## src/rtl/alu_issue_sched.sv

```systemverilog
// Two-port ALU issue scheduler: a small FIFO per reservation station feeding one
// registered issue slot. Define ALU_SCHED_BRANCH_PRIO_EN to give port 1 strict priority.
module alu_issue_sched #(
  parameter int FIFO_DEPTH = 2,
  parameter int ROB_WIDTH  = 4,
  parameter int DATA_W     = 32
) (
  input  logic                 clk_in,
  input  logic                 rst_in,
  input  logic                 rdy_in,
  input  logic                 clear,
  input  logic [1:0]           req_valid,
  output logic [1:0]           req_ready,
  input  logic [DATA_W-1:0]    req_lhs_p0,
  input  logic [DATA_W-1:0]    req_lhs_p1,
  input  logic [DATA_W-1:0]    req_rhs_p0,
  input  logic [DATA_W-1:0]    req_rhs_p1,
  input  logic [4:0]           req_op_p0,
  input  logic [4:0]           req_op_p1,
  input  logic [ROB_WIDTH-1:0] req_rob_p0,
  input  logic [ROB_WIDTH-1:0] req_rob_p1,
  input  logic [DATA_W-1:0]    req_tj_p0,
  input  logic [DATA_W-1:0]    req_tj_p1,
  input  logic [DATA_W-1:0]    req_fj_p0,
  input  logic [DATA_W-1:0]    req_fj_p1,
  output logic                 calc_enable,
  output logic [DATA_W-1:0]    lhs,
  output logic [DATA_W-1:0]    rhs,
  output logic [4:0]           op,
  output logic [ROB_WIDTH-1:0] rob_dep,
  output logic [DATA_W-1:0]    true_jaddr,
  output logic [DATA_W-1:0]    false_jaddr
);

  localparam int PW = $clog2(FIFO_DEPTH);
  localparam int CW = PW + 1;
  localparam int EW = 4 * DATA_W + 5 + ROB_WIDTH;
  localparam logic [EW-1:0] OUT_RST = EW'(5'h1f) << (ROB_WIDTH + 2 * DATA_W);

  logic [EW-1:0]        mem_q [2][FIFO_DEPTH];
  logic [1:0][EW-1:0]   wdata;
  logic [1:0][PW-1:0]   wptr_q, wptr_d, rptr_q, rptr_d;
  logic [1:0][CW-1:0]   cnt_q, cnt_d;
  logic [1:0]           nonempty, push, pop;
  logic                 grant, issue;
  logic [EW-1:0]        head;
  logic                 calc_enable_q, calc_enable_d;
  logic [EW-1:0]        out_q, out_d;

  assign wdata[0] = {req_lhs_p0, req_rhs_p0, req_op_p0, req_rob_p0, req_tj_p0, req_fj_p0};
  assign wdata[1] = {req_lhs_p1, req_rhs_p1, req_op_p1, req_rob_p1, req_tj_p1, req_fj_p1};

  always_comb begin
    for (int i = 0; i < 2; i++) begin
      nonempty[i]  = (cnt_q[i] != '0);
      req_ready[i] = rdy_in && (cnt_q[i] < CW'(FIFO_DEPTH)) && !clear;
    end
  end

  assign push = req_valid & req_ready;

`ifdef ALU_SCHED_BRANCH_PRIO_EN
  assign grant = nonempty[1];
`else
  logic last_q, last_d;

  // When both stations have work, alternate away from the previous winner.
  always_comb begin
    if (&nonempty) grant = ~last_q;
    else           grant = nonempty[1];
  end

  assign last_d = issue ? grant : last_q;

  always_ff @(posedge clk_in or negedge rst_in) begin
    if (!rst_in) last_q <= 1'b1;
    else         last_q <= last_d;
  end
`endif

  assign issue  = rdy_in && !clear && (|nonempty);
  assign pop[0] = issue && !grant;
  assign pop[1] = issue && grant;
  assign head   = mem_q[grant][rptr_q[grant]];

  always_comb begin
    cnt_d  = cnt_q;
    wptr_d = wptr_q;
    rptr_d = rptr_q;
    for (int i = 0; i < 2; i++) begin
      if (rdy_in && clear) begin
        cnt_d[i]  = '0;
        wptr_d[i] = '0;
        rptr_d[i] = '0;
      end else begin
        if (push[i]) wptr_d[i] = wptr_q[i] + PW'(1);
        if (pop[i])  rptr_d[i] = rptr_q[i] + PW'(1);
        cnt_d[i] = cnt_q[i] + CW'(push[i]) - CW'(pop[i]);
      end
    end
  end

  // Issue register holds its data whenever nothing is granted or rdy_in is low.
  always_comb begin
    calc_enable_d = calc_enable_q;
    out_d         = out_q;
    if (rdy_in) begin
      calc_enable_d = issue;
      if (issue) out_d = head;
    end
  end

  always_ff @(posedge clk_in or negedge rst_in) begin
    if (!rst_in) begin
      cnt_q         <= '0;
      wptr_q        <= '0;
      rptr_q        <= '0;
      calc_enable_q <= 1'b0;
      out_q         <= OUT_RST;
    end else begin
      cnt_q         <= cnt_d;
      wptr_q        <= wptr_d;
      rptr_q        <= rptr_d;
      calc_enable_q <= calc_enable_d;
      out_q         <= out_d;
    end
  end

  always_ff @(posedge clk_in) begin
    for (int i = 0; i < 2; i++) begin
      if (push[i]) mem_q[i][wptr_q[i]] <= wdata[i];
    end
  end

  assign calc_enable = calc_enable_q;
  assign {lhs, rhs, op, rob_dep, true_jaddr, false_jaddr} = out_q;

endmodule

```

## config.mk

```make
export PLATFORM = sky130hd
export DESIGN_NAME = alu_issue_sched
export DESIGN_NICKNAME = d
export VERILOG_FILES = /design/src/rtl/alu_issue_sched.sv
export SDC_FILE = /design/constraint.sdc
export NUM_CORES = 1
export LEC_CHECK = 0
export CAP_MARGIN = 40
export CORE_MARGIN = 2
export CORE_UTILIZATION = 58
export CTS_CLUSTER_DIAMETER = 40
export CTS_CLUSTER_SIZE = 25
export DETAILED_ROUTE_END_ITERATION = 8
export GPL_ROUTABILITY_DRIVEN = 0
export GPL_TIMING_DRIVEN = 0
export HOLD_SLACK_MARGIN = 0.15
export PLACE_DENSITY_LB_ADDON = 0.2
export SLEW_MARGIN = 30
export SYNTH_ARGS = -nofsm -noshare
export SYNTH_HDL_FRONTEND = slang
export SYNTH_SLANG_ARGS = --single-unit
```

## constraint.sdc

```tcl
create_clock -name clk_in -period 20 [get_ports clk_in]
set_clock_uncertainty 0.1 [all_clocks]
set_input_delay 2 -clock clk_in [delete_from_list [all_inputs] [get_ports clk_in]]
set_output_delay 2 -clock clk_in [all_outputs]
set_load 0.03 [all_outputs]
```

==> summary.txt <==
Synth
  • Top cell type's share of synthesized area: 0.624
  • Synthesis-stage register bit count: 695
  • Async set or reset register ratio after synthesis: 0.212
  • Synth warn: 0
  • Syn_nets: 1,967
  • Sequential element share of the synthesized area: 0.764
  • Ranking of synthesized cells by area: edfxtp_1 (62%), dfrtp_1 (13%), a211oi_1 (7.8%)
  • Count leader, synth: edfxtp_1
  • Mapped Area: 26,400 sq um
  • Largest area contributor in the synthesized netlist: edfxtp_1
  • Syn Inst Count: 1,683
  • Synth Flop Type: edfxtp_1
  • Commonest cells in the netlist: edfxtp_1 (548), nor2b_1 (276), a211oi_1 (274), nand2_1 (142), dfrtp_1 (141)
  • Post-synth EDFFs: 548
  • Synthesized area per cell: 15.7 sq um
  • Count of different cell masters after synthesis: 27

Final layout
  • Seq. cell area: 20,100 sq um
  • Layout cells sized above 1: 0.114
  • Fill cell count: 2,582
  • Nets: 2,499
  • Syn-to-layout area delta: 32.9%
  • Multi-input gate area: 5630 sq um
  • Core Util, Final: 0.778

Global routing
  • Grt ovf: 0
  • Largest net degree at the start of global routing: 70
  • First-pass GRT wire length: 106 mm
  • Vias in the first global route: 17,600
  • Initial antenna violation count: 24
  • Global Route Usage Sum: 0.306

Placed design
  • Buffers on Ports: 419
  • Pre-CTS setup slack: 14.18 ns
  • Detail Placement HPWL: 47.2 mm

Job
  • Max Cap Viol: 0

Worst setup path
  • CP Class: in2out
  • Crit path DAT: 3.70 ns
  • Crit path max fanout: 5
  • Req. time, crit path: 17.90 ns
  • Endpoint type of the worst setup path: output pin
  • Worst Setup Start Kind: primary input

Clock network
  • Buffer depth of the longest clock path: 3
  • H-tree levels: 3
  • Clock sinks: 695
  • Clk Latency, worst-skew pair: 0.64 ns
  • Num CTS Buffers: 86
  • Postcts setup bufs: 0
  • Quantity of gates resized following cts: 0
  • CTS tree: built
  • CTS root buffer: clkbuf_16
  • Worst-path clk slew: 0.06 ns
  • CTS Hold Buffers Added: 0

Power and ir drop
  • NetSw: 1.82 mW
  • Internal power: 3.32 mW
  • Combinational Power Share: 0.323
  • PD cells: 147 nW/um^2
  • Clock share of power: 0.311
  • Max VDD drop: 0.120 mV
  • Lkg Pwr: 12.3 nW
  • Seq pwr share: 0.366
  • Switching share of power: 0.354

STA
  • Worst-Margin Slew: 0.629 ns
  • Fin crit share: 0.290
  • Final Hold Viols: 0
  • Fmax: 172 MHz
  • RSZ-0062 raised after global routing: no
  • Slew headroom: 0.580
  • Fin crit period: 5.80 ns
  • # setup viols final: 0
  • Fin. max-slew vios: 0
  • TNS Setup: 0 ns
  • Worst setup margin: 14.20 ns

Floorplanning
  • Die area: 47,200 sq um
  • Top Ports: 420
  • Die Height: 217 microns
  • Num rows: 78
  • Initial Utilization: 0.585
  • Core area: 45,100 sq um
  • Die W: 217 microns

Drt
  • 1st-pass router iterations: 5
  • Vias: 17,300
  • Post-route ant nets: 0
  • 1st-iter DRT viols: 1,629
  • Final WL: 72.1 mm
  • Vias per inst: 5.96
  • WL per Instance: 24.8 microns
  • DRC viols: 0

Min path
  • Hold Path Class: reg2reg

Status
  • Outcome: finished clean
-- power by group through the flow --
stage | Combinational (mW) | Sequential [mW] | Clock (mW)
floorplan | 0.693 | 2.15 | 0
global placement | 1.58 | 1.92 | 0
detailed placement | 1.65 | 1.91 | 0
CTS | 1.67 | 1.88 | 1.61
global route | 1.77 | 1.90 | 1.68
finish | 1.66 | 1.88 | 1.60
-- cell type report --
| type | count | area share |
|---|---|---|
| Sequential cell | 695 | 0.575 |
| Multi-Input combinational cell | 863 | 0.160 |
| Timing Repair Buffer | 444 | 0.138 |
| Clock buffer | 99 | 0.0648 |
| Clock inverter | 63 | 0.0216 |
| Tap cell | 600 | 0.0214 |
| Buffer | 121 | 0.0178 |
| Antenna cell | 16 | 0.00114 |
| Inverter | 4 | 0.000428 |
-- metrics by stage --
step                total power [mW]  hold slack [ns]  instance area, sq um  cells
global placement                3.50            0.358                 31300   2702
floorplan                       2.85            0.346                 26400   1683
detailed placement              3.55            0.365                 32000   2727
global route                    5.35            0.398                 35000   2902
finish                          5.15            0.375                 35100   2905
CTS                             5.16            0.375                 35000   2889
-- cell usage in the layout (no fill, tap or decap), types with 8 or more instances in the layout --
master and count:
clkinv_2 8, buf_1 8, edfxtp_1 548, buf_6 10, diode_2 16, clkdlybuf4s50_1 418, buf_16 19, nor2b_1 276
o31ai_1 137, clkbuf_16 86, clkinv_8 9, bufinv_16 8, dfrtp_1 141, clkbuf_1 52, inv_6 18, nand2_1 142
buf_2 48, buf_4 9, a211oi_1 274
-- registers in the layout (all words and copies together) (netlist names) --
register	flops
rptr_q	2
last_q	1
out_q	137
calc_enable	1
wptr_q	2
cnt_q	4
mem_q	548
-- critical path: stages --
cell and delay, ns:
clkdlybuf4s50_1 0.54, nor3b_1 0.39, clkdlybuf4s50_1 0.77
-- routing by layer --
| layer | part of all wire | track usage | up-vias |
|---|---|---|---|
| met1 | 0.37 | 0.381 | 8644 |
| met4 | 0.043 | 0.150 | 18 |
| li1 | - | - | 7591 |
| met2 | 0.50 | 0.504 | 866 |
| met5 | 0.0019 | 0 | - |
| met3 | 0.084 | 0.0763 | 191 |
-- cells by family (layout without fill, tap and decap cells) --
group	count (synthesis)	count (layout)	share of synthesized area
flops	695	695	0.764
buf+inv	125	731	0.0242
simple gates	436	436	0.0892
xor+xnor	8	8	0.00266
compound gates	415	415	0.119
fa+ha+maj	4	4	0.00190
other cells	0	16	0
-- worst paths after layout --
check | cells past startpoint | slack [ns] | to | from
worst max-delay path | 3 | 14.20 | req_ready[1] | rdy_in
worst min-delay path | 2 | 0.38 | out_q[15] | out_q[15]
worst max register to register | 6 | 17.38 | mem_q[0][149] | cnt_q[1]
worst min register to register | 2 | 0.38 | out_q[15] | out_q[15]
max in group asynchronous | 2 | 18.05 | last_q | rst_in
min in group asynchronous | 1 | 1.08 | out_q[79] | rst_in
Power figures use the tool's default switching activity.
